### src/rtl/masked_hpc3_mul_stream_if.sv
// Bus bundle for masked_hpc3_mul_stream: operand stream, randomness stream,
// result stream and the starvation status counter.
//
// Handshake semantics (all three streams): a transfer happens on a rising
// clock edge where valid and ready are both 1. A producer holds valid and
// its payload stable until that transfer. Here, ready never depends on the
// same stream's valid. Operands and randomness move together: the block
// raises out_ready only when randomness is present and out_rand_ready only
// when operands are present, so neither stream is ever consumed alone.
interface masked_hpc3_mul_stream_if #(
  parameter int NUM_SHARES = 2,
  parameter int BIT_WIDTH  = 1,
  parameter int NUM_LANES  = 1
);
  localparam int NUM_QUAD = NUM_SHARES * (NUM_SHARES - 1) / 2;
  localparam int SW       = NUM_LANES * NUM_SHARES * BIT_WIDTH;
  localparam int RW       = NUM_LANES * NUM_QUAD * BIT_WIDTH;

  logic          in_valid;
  logic          out_ready;
  logic [SW-1:0] in_a;
  logic [SW-1:0] in_b;
  logic          in_rand_valid;
  logic          out_rand_ready;
  logic [RW-1:0] in_r;
  logic [RW-1:0] in_p;
  logic          out_valid;
  logic          in_ready;
  logic [SW-1:0] out_c;
  logic [15:0]   out_starve_count;

  // Upstream/downstream environment side.
  modport master (
    output in_valid, in_a, in_b, in_rand_valid, in_r, in_p, in_ready,
    input  out_ready, out_rand_ready, out_valid, out_c, out_starve_count
  );

  // Multiplier side.
  modport slave (
    input  in_valid, in_a, in_b, in_rand_valid, in_r, in_p, in_ready,
    output out_ready, out_rand_ready, out_valid, out_c, out_starve_count
  );
endinterface

### src/rtl/masked_hpc3_mul_stream.sv
// Multi-lane HPC3 masked multiplier with valid/ready flow control.
// Each lane computes a d-share product c = a*b:
//   stage 1 registers A_i, B_i, V_ij = B_j ^ R_ij, W_ij = A_i*R_ij ^ P_ij
//   C_i = A_i*(B_i ^ sum_j V_ij) ^ sum_j W_ij
// R and P words are shared by the pair (i,j) and (j,i); the symmetric P
// makes the P terms cancel when the output shares are recombined.
// Multiplication is GF(2^BIT_WIDTH) with a fixed irreducible polynomial
// (width 1: AND, width 4: x^4+x+1, width 8: x^8+x^4+x^3+x+1, ...).
// Supported element widths are 1..8.
module masked_hpc3_mul_stream #(
  parameter int NUM_SHARES = 2,
  parameter int BIT_WIDTH  = 1,
  parameter int NUM_LANES  = 1,
  parameter int OUTPUT_REG = 1
) (
  input logic in_clock,
  input logic in_reset,
  masked_hpc3_mul_stream_if.slave bus
);

  function automatic int num_quad(input int d);
    return d * (d - 1) / 2;
  endfunction

  // Linear index of the unordered share pair {i,j}, i != j.
  function automatic int qindex(input int i, input int j, input int d);
    int lo;
    int hi;
    lo = (i < j) ? i : j;
    hi = (i < j) ? j : i;
    return lo * d - (lo * (lo + 1)) / 2 + (hi - lo - 1);
  endfunction

  localparam int NUM_QUAD = num_quad(NUM_SHARES);
  localparam int D        = NUM_SHARES;
  localparam int W        = BIT_WIDTH;
  localparam int L        = NUM_LANES;
  localparam int SW       = L * D * W;
  localparam int PW       = L * D * D * W;

  // Low bits of the reduction polynomial (the x^W term is implicit).
  localparam int POLY = (W == 1) ? 32'h1  : (W == 2) ? 32'h3  :
                        (W == 3) ? 32'h3  : (W == 4) ? 32'h3  :
                        (W == 5) ? 32'h5  : (W == 6) ? 32'h3  :
                        (W == 7) ? 32'h3  : (W == 8) ? 32'h1B : 32'h0;

  function automatic logic [W-1:0] gf_mul(input logic [W-1:0] x, input logic [W-1:0] y);
    logic [W-1:0] acc;
    logic [W-1:0] sh;
    logic         carry;
    acc = '0;
    sh  = x;
    for (int k = 0; k < W; k++) begin
      if (y[k]) acc = acc ^ sh;
      carry = sh[W-1];
      sh    = sh << 1;
      if (carry) sh = sh ^ W'(POLY);
    end
    return acc;
  endfunction

  // Stage-1 state: flat vectors, share (l,i) at (l*D+i)*W, pair (l,i,j) at ((l*D+i)*D+j)*W.
  logic          s1_valid_q, s1_valid_d;
  logic [SW-1:0] a_q, a_d;
  logic [SW-1:0] b_q, b_d;
  logic [PW-1:0] v_q, v_d;
  logic [PW-1:0] w_q, w_d;
  logic [15:0]   starve_q, starve_d;

  logic          s1_adv;
  logic          s1_free;
  logic          fire;
  logic [SW-1:0] c_comb;
  logic [W-1:0]  v_sum;
  logic [W-1:0]  w_sum;

  assign s1_free            = !s1_valid_q || s1_adv;
  assign fire               = bus.in_valid && bus.in_rand_valid && s1_free;
  assign bus.out_ready      = s1_free && bus.in_rand_valid;
  assign bus.out_rand_ready = s1_free && bus.in_valid;
  assign bus.out_starve_count = starve_q;

  // Stage-1 next state: load fresh shares only on fire, otherwise hold.
  // V/W are formed from one share of one operand plus randomness only.
  always_comb begin
    s1_valid_d = fire || (s1_valid_q && !s1_adv);
    a_d = a_q;
    b_d = b_q;
    v_d = v_q;
    w_d = w_q;
    if (fire) begin
      a_d = bus.in_a;
      b_d = bus.in_b;
      for (int l = 0; l < L; l++) begin
        for (int i = 0; i < D; i++) begin
          for (int j = 0; j < D; j++) begin
            if (i == j) begin
              v_d[((l*D+i)*D+j)*W +: W] = '0;
              w_d[((l*D+i)*D+j)*W +: W] = '0;
            end else begin
              v_d[((l*D+i)*D+j)*W +: W] =
                bus.in_b[(l*D+j)*W +: W] ^ bus.in_r[(l*NUM_QUAD+qindex(i, j, D))*W +: W];
              w_d[((l*D+i)*D+j)*W +: W] =
                gf_mul(bus.in_a[(l*D+i)*W +: W],
                       bus.in_r[(l*NUM_QUAD+qindex(i, j, D))*W +: W]) ^
                bus.in_p[(l*NUM_QUAD+qindex(i, j, D))*W +: W];
            end
          end
        end
      end
    end
  end

  // Output share compression from the stage-1 registers (diagonal V/W are zero).
  always_comb begin
    c_comb = '0;
    v_sum  = '0;
    w_sum  = '0;
    for (int l = 0; l < L; l++) begin
      for (int i = 0; i < D; i++) begin
        v_sum = b_q[(l*D+i)*W +: W];
        w_sum = '0;
        for (int j = 0; j < D; j++) begin
          v_sum = v_sum ^ v_q[((l*D+i)*D+j)*W +: W];
          w_sum = w_sum ^ w_q[((l*D+i)*D+j)*W +: W];
        end
        c_comb[(l*D+i)*W +: W] = gf_mul(a_q[(l*D+i)*W +: W], v_sum) ^ w_sum;
      end
    end
  end

  // Starvation counter: operands waiting, room available, randomness absent.
  always_comb begin
    starve_d = starve_q;
    if (bus.in_valid && s1_free && !bus.in_rand_valid && (starve_q != 16'hFFFF)) begin
      starve_d = starve_q + 16'd1;
    end
  end

  // Stage-1 registers and starvation counter.
  always_ff @(posedge in_clock or negedge in_reset) begin
    if (!in_reset) begin
      s1_valid_q <= 1'b0;
      a_q        <= '0;
      b_q        <= '0;
      v_q        <= '0;
      w_q        <= '0;
      starve_q   <= '0;
    end else begin
      s1_valid_q <= s1_valid_d;
      a_q        <= a_d;
      b_q        <= b_d;
      v_q        <= v_d;
      w_q        <= w_d;
      starve_q   <= starve_d;
    end
  end

  generate
    if (OUTPUT_REG != 0) begin : g_oreg
      logic          s2_valid_q, s2_valid_d;
      logic [SW-1:0] c_q, c_d;

      assign s1_adv = s1_valid_q && (!s2_valid_q || bus.in_ready);

      // Stage-2 next state: capture C when stage 1 advances, hold while stalled.
      always_comb begin
        s2_valid_d = s1_adv || (s2_valid_q && !bus.in_ready);
        c_d        = s1_adv ? c_comb : c_q;
      end

      // Stage-2 result register.
      always_ff @(posedge in_clock or negedge in_reset) begin
        if (!in_reset) begin
          s2_valid_q <= 1'b0;
          c_q        <= '0;
        end else begin
          s2_valid_q <= s2_valid_d;
          c_q        <= c_d;
        end
      end

      assign bus.out_valid = s2_valid_q;
      assign bus.out_c     = c_q;
    end else begin : g_comb
      assign s1_adv        = s1_valid_q && bus.in_ready;
      assign bus.out_valid = s1_valid_q;
      assign bus.out_c     = c_comb;
    end
  endgenerate

endmodule

### src/flat_wrapper.sv
// flat-port wrapper written by rule: the top's interface ports become plain ports
module masked_hpc3_mul_stream_flat 
#(
  parameter int NUM_SHARES = 2,
  parameter int BIT_WIDTH  = 1,
  parameter int NUM_LANES  = 1,
  parameter int OUTPUT_REG = 1
)
  (in_clock, in_reset, bus_in_valid, bus_in_a, bus_in_b, bus_in_rand_valid, bus_in_r, bus_in_p, bus_in_ready, bus_out_ready, bus_out_rand_ready, bus_out_valid, bus_out_c, bus_out_starve_count);
  masked_hpc3_mul_stream_if #(.NUM_SHARES(NUM_SHARES), .BIT_WIDTH(BIT_WIDTH), .NUM_LANES(NUM_LANES)) bus_i ();
  input logic in_clock;
  input logic in_reset;
  input wire logic [$bits(bus_i.in_valid)-1:0] bus_in_valid;
  input wire logic [$bits(bus_i.in_a)-1:0] bus_in_a;
  input wire logic [$bits(bus_i.in_b)-1:0] bus_in_b;
  input wire logic [$bits(bus_i.in_rand_valid)-1:0] bus_in_rand_valid;
  input wire logic [$bits(bus_i.in_r)-1:0] bus_in_r;
  input wire logic [$bits(bus_i.in_p)-1:0] bus_in_p;
  input wire logic [$bits(bus_i.in_ready)-1:0] bus_in_ready;
  output wire logic [$bits(bus_i.out_ready)-1:0] bus_out_ready;
  output wire logic [$bits(bus_i.out_rand_ready)-1:0] bus_out_rand_ready;
  output wire logic [$bits(bus_i.out_valid)-1:0] bus_out_valid;
  output wire logic [$bits(bus_i.out_c)-1:0] bus_out_c;
  output wire logic [$bits(bus_i.out_starve_count)-1:0] bus_out_starve_count;
  assign bus_i.in_valid = bus_in_valid;
  assign bus_i.in_a = bus_in_a;
  assign bus_i.in_b = bus_in_b;
  assign bus_i.in_rand_valid = bus_in_rand_valid;
  assign bus_i.in_r = bus_in_r;
  assign bus_i.in_p = bus_in_p;
  assign bus_i.in_ready = bus_in_ready;
  assign bus_out_ready = bus_i.out_ready;
  assign bus_out_rand_ready = bus_i.out_rand_ready;
  assign bus_out_valid = bus_i.out_valid;
  assign bus_out_c = bus_i.out_c;
  assign bus_out_starve_count = bus_i.out_starve_count;
  masked_hpc3_mul_stream #(.NUM_SHARES(NUM_SHARES), .BIT_WIDTH(BIT_WIDTH), .NUM_LANES(NUM_LANES), .OUTPUT_REG(OUTPUT_REG)) u_core (.in_clock(in_clock), .in_reset(in_reset), .bus(bus_i));
endmodule
### config.mk
export PLATFORM = sky130hd
export DESIGN_NAME = masked_hpc3_mul_stream_flat
export DESIGN_NICKNAME = d
export VERILOG_FILES = /design/src/rtl/masked_hpc3_mul_stream_if.sv /design/src/rtl/masked_hpc3_mul_stream.sv /design/src/flat_wrapper.sv
export SDC_FILE = /design/constraint.sdc
export NUM_CORES = 1
export LEC_CHECK = 0
export CAP_MARGIN = 20
export CELL_PAD_IN_SITES_DETAIL_PLACEMENT = 1
export CELL_PAD_IN_SITES_GLOBAL_PLACEMENT = 2
export CORE_ASPECT_RATIO = 0.75
export CORE_MARGIN = 8
export CORE_UTILIZATION = 28
export DETAILED_ROUTE_END_ITERATION = 6
export GPL_TIMING_DRIVEN = 0
export PLACE_DENSITY = 0.8
export SYNTH_ARGS = -nofsm -noshare
export SYNTH_HDL_FRONTEND = slang
export SYNTH_SLANG_ARGS = --single-unit
### constraint.sdc
create_clock -name in_clock -period 1.7 [get_ports in_clock]
set_clock_uncertainty 0.1 [all_clocks]
set_input_delay 0.34 -clock in_clock [delete_from_list [all_inputs] [get_ports in_clock]]
set_output_delay 0.34 -clock in_clock [all_outputs]
set_load 0.05 [all_outputs]
==> metrics.cfg <==
[run_status]
status=finished with violations
violations=negative setup slack

[synthesis]
netlist_instances=121
synth-edff-count=0
synth_area_per_cell_um2=11.3
synthSimpleGateAreaFrac_pct=26.1
synth_top_area_share_pct=51.2
syn_nets=133
synthXorXnorAreaFrac_pct=14.1
syn_area_um2=1370
synthTopCellsByCount=28 x dfrtp_1, 14 x xor2_1, 13 x nand2_1
yosysUniqueCellTypes=29
async_reset_ff_share_pct=100
ys_seq_area_share_pct=51.2
ys_seq_elements=28
yosys-top-cells-area=dfrtp_1 51%, xor2_1 9.0%, xnor2_1 5.1%
synth_mux_area_share_pct=5.21
synth_warnings=0
synthFlopType=dfrtp_1
synth_top_family_by_area=simple AND/OR/NAND/NOR gates
yosys.area_share.adder_pct=0.914
yosysMostFrequentCell=dfrtp_1
synth_compound_area_share_pct=2.19
synth_top_area_cell=dfrtp_1

[cells_and_area]
final_cell_area_um2=2090
antennaDiodeCount=0
final_nets=183
post-route-util_pct=43.5
drive_gt1_share_pct=42.4
area_growth_pct=52.4
fin_cells=230

[global_routing]
grt_pass1_vias=1205
grt_pass1_wl_um=6000
grt_overflow=0
grt_max_degree=21
grt_use_total_pct=9.62
antenna_found_initial=0

[drt]
wl_met2_um=1750
dr.pass1.iters=4
wl_um=3470
highest_layer=met4
wl_per_cell_um=15.1
routed_via_density=4.67
wl_met1_um=1530
post-route-drc-count=0
drt_iter0_drc=50
via_count=1073
wl_met3_um=142
postRouteAntennaNets=0

[power]
seq_power_share_pct=40.6
clockPowerShare_pct=21.8
ir_drop_uv=841
intPower_mw=1.47
combPwrFrac_pct=37.6
total_power_mw=2.46
power.leakage_nw=0.919
p_per_area_nw_per_um2=1180
switching_power_uw=991
swShare_pct=40.3

[clocking]
clockBufferDepth=2
numCtsBuffers=3
clock_sinks=28
root_buffer=clkbuf_8
path_clk_slew_ns=0.10
insertion_delay_ns=0.28
cts_tree=built
h-tree-depth=1

[sta]
relSlewSlack_pct=65.8
min_period_ns=1.76
fin_crit_sh_pct=103
hold_viol=0
clock.fmax_ghz=0.570
grt_setup_unrepaired=true
final-max-slew-violation-count=0
setup_viol=4
worstMarginPinSlew_ns=0.512
fin_ws_ns=-0.0556

[placed_design]
place_area_um2=1830
numPortBuffers=31
gp_congestion=0.753
dpl.hpwl_um=2520
post-place-ws_ns=-0.809
dp.cells=213

[floorplan]
row_count=22
die_area_um2=7410
initial_core_util_pct=28.6
die_h_um=76.6
die_x_um=96.7
core_area_um2=4790
ioPinCount=32

[critical_path]
crit_path_max_incr_delay_ns=0.42
cp_data_arrival_time_ns=1.32
path_cells=nand3b_1, buf_4, and2_4, buf_8
startpoint_type=register
path_class=reg2out
path_buf_inv=2
critPathTopFamily=flip-flops
crit_path_max_fanout=5
cpMaxStageDelayCell=dfrtp_2
worstSetupEndpointType=primary output
cp.required_ns=1.26

[run]
cap_viol_max_count=0

[hold_path]
hold_path_class=in2async

[layer usage]
layer / up-vias / GRT usage [%]
li1: 528 / -
met1: 528 / 11.3
met2: 15 / 16.1
met3: 2 / 3.08
met4: 0 / 3.22
met5: - / 0
[placed cells by master (no fill, tap or decap), types with 2 or more instances in the layout]
| master | count |
|---|---|
| clkdlybuf4s15_2 | 3 |
| and2_1 | 3 |
| dlygate4sd2_1 | 6 |
| buf_4 | 9 |
| buf_8 | 2 |
| nor4_4 | 3 |
| o21ai_0 | 4 |
| clkbuf_2 | 7 |
| nand2b_1 | 2 |
| mux2_2 | 5 |
| nand4_4 | 2 |
| buf_6 | 4 |
| a21oi_1 | 2 |
| nor2_1 | 2 |
| xnor2_1 | 8 |
| and3_1 | 2 |
| nand2_1 | 13 |
| clkdlybuf4s50_1 | 7 |
| dfrtp_2 | 17 |
| xor2_1 | 14 |
| and2_4 | 2 |
| nand3_1 | 6 |
| clkbuf_8 | 3 |
| dfrtp_1 | 11 |
| nand4_1 | 4 |
| nor4b_4 | 2 |
| clkdlybuf4s15_1 | 5 |
| or2_2 | 2 |
| nor3_1 | 3 |
[worst reg2reg max path: cells and delay by family, from the launching register on]
family / cells / cell delay, ns
simple gates: 3 / 0.46
flops: 1 / 0.42
buf+inv: 2 / 0.34
mux: 1 / 0.30
[final cells by class]
| class | count | area, um^2 |
|---|---|---|
| fillers | 540 | 2700 |
| multi-input cells | 92 | 788 |
| flip-flops and latches | 28 | 722 |
| repair buffers | 45 | 424 |
| well taps | 60 | 75.1 |
| clock buffers | 3 | 41.3 |
| clock inverters | 1 | 30.0 |
| plain buffers | 1 | 5.00 |
[power by group through the flow]
stage | clock (mW) | combinational (mW) | sequential (mW)
finish | 0.536 | 0.923 | 0.997
global route | 0.570 | 0.991 | 1.02
CTS | 0.550 | 0.927 | 1.00
detailed placement | 0 | 0.926 | 1.01
global placement | 0 | 0.894 | 1.00
floorplan | 0 | 0.253 | 1.32
[state kept, by name, indices dropped and copies added, names as in the netlist]
| register | flops |
|---|---|
| u_core.a_q | 2 |
| u_core.w_q | 2 |
| u_core.bus.out_c | 2 |
| u_core.s1_valid_q | 1 |
| u_core.b_q | 2 |
| u_core.v_q | 2 |
| u_core.bus.out_starve_count | 16 |
| u_core.bus.out_valid | 1 |
[final timing paths]
check,depth (start not counted),from,slack [ns],to
min in group in_clock,3,bus_in_rand_valid,0.32,u_core.s1_valid_q
max in group asynchronous,2,in_reset,0.72,u_core.bus.out_starve_count[3]
worst min register to register,1,u_core.s1_valid_q,0.39,u_core.bus.out_valid
worst max register to register,6,u_core.bus.out_valid,-0.04,u_core.bus.out_starve_count[1]
worst max-delay path,4,u_core.bus.out_valid,-0.06,bus_out_ready
worst min-delay path,1,in_reset,0.30,u_core.bus.out_starve_count[7]
[what timing repair did]
action | 4_1_cts | 5_1_grt
buffers inserted | 9 | 4
setup endpoints to repair | 31 | 27
pin swaps | 6 | 3
hold buffers | 0 | 0
gates resized for setup | 65 | 18
[cell families (layout without fill, tap and decap cells)]
kind of cell / count (synthesis) / in the layout
multiplexers: 6 / 6
flip-flops: 28 / 28
AO/OA/AOI/OAI: 6 / 6
AND/OR/NAND/NOR: 57 / 57
adder cells (fa/ha/maj): 1 / 1
buffers and inverters: 1 / 50
XOR/XNOR: 22 / 22
[metrics by stage]
step,TNS [ns],hold WS (ns)
2_1_floorplan,-0.250,-0.0556
3_3_place_gp,-15.68,0.362
3_5_place_dp,-7.37,0.372
4_1_cts,-0.0944,0.302
5_1_grt,-1.12,0.320
6_report,-0.125,0.296
Note: power is estimated with default switching activity, not from simulation.
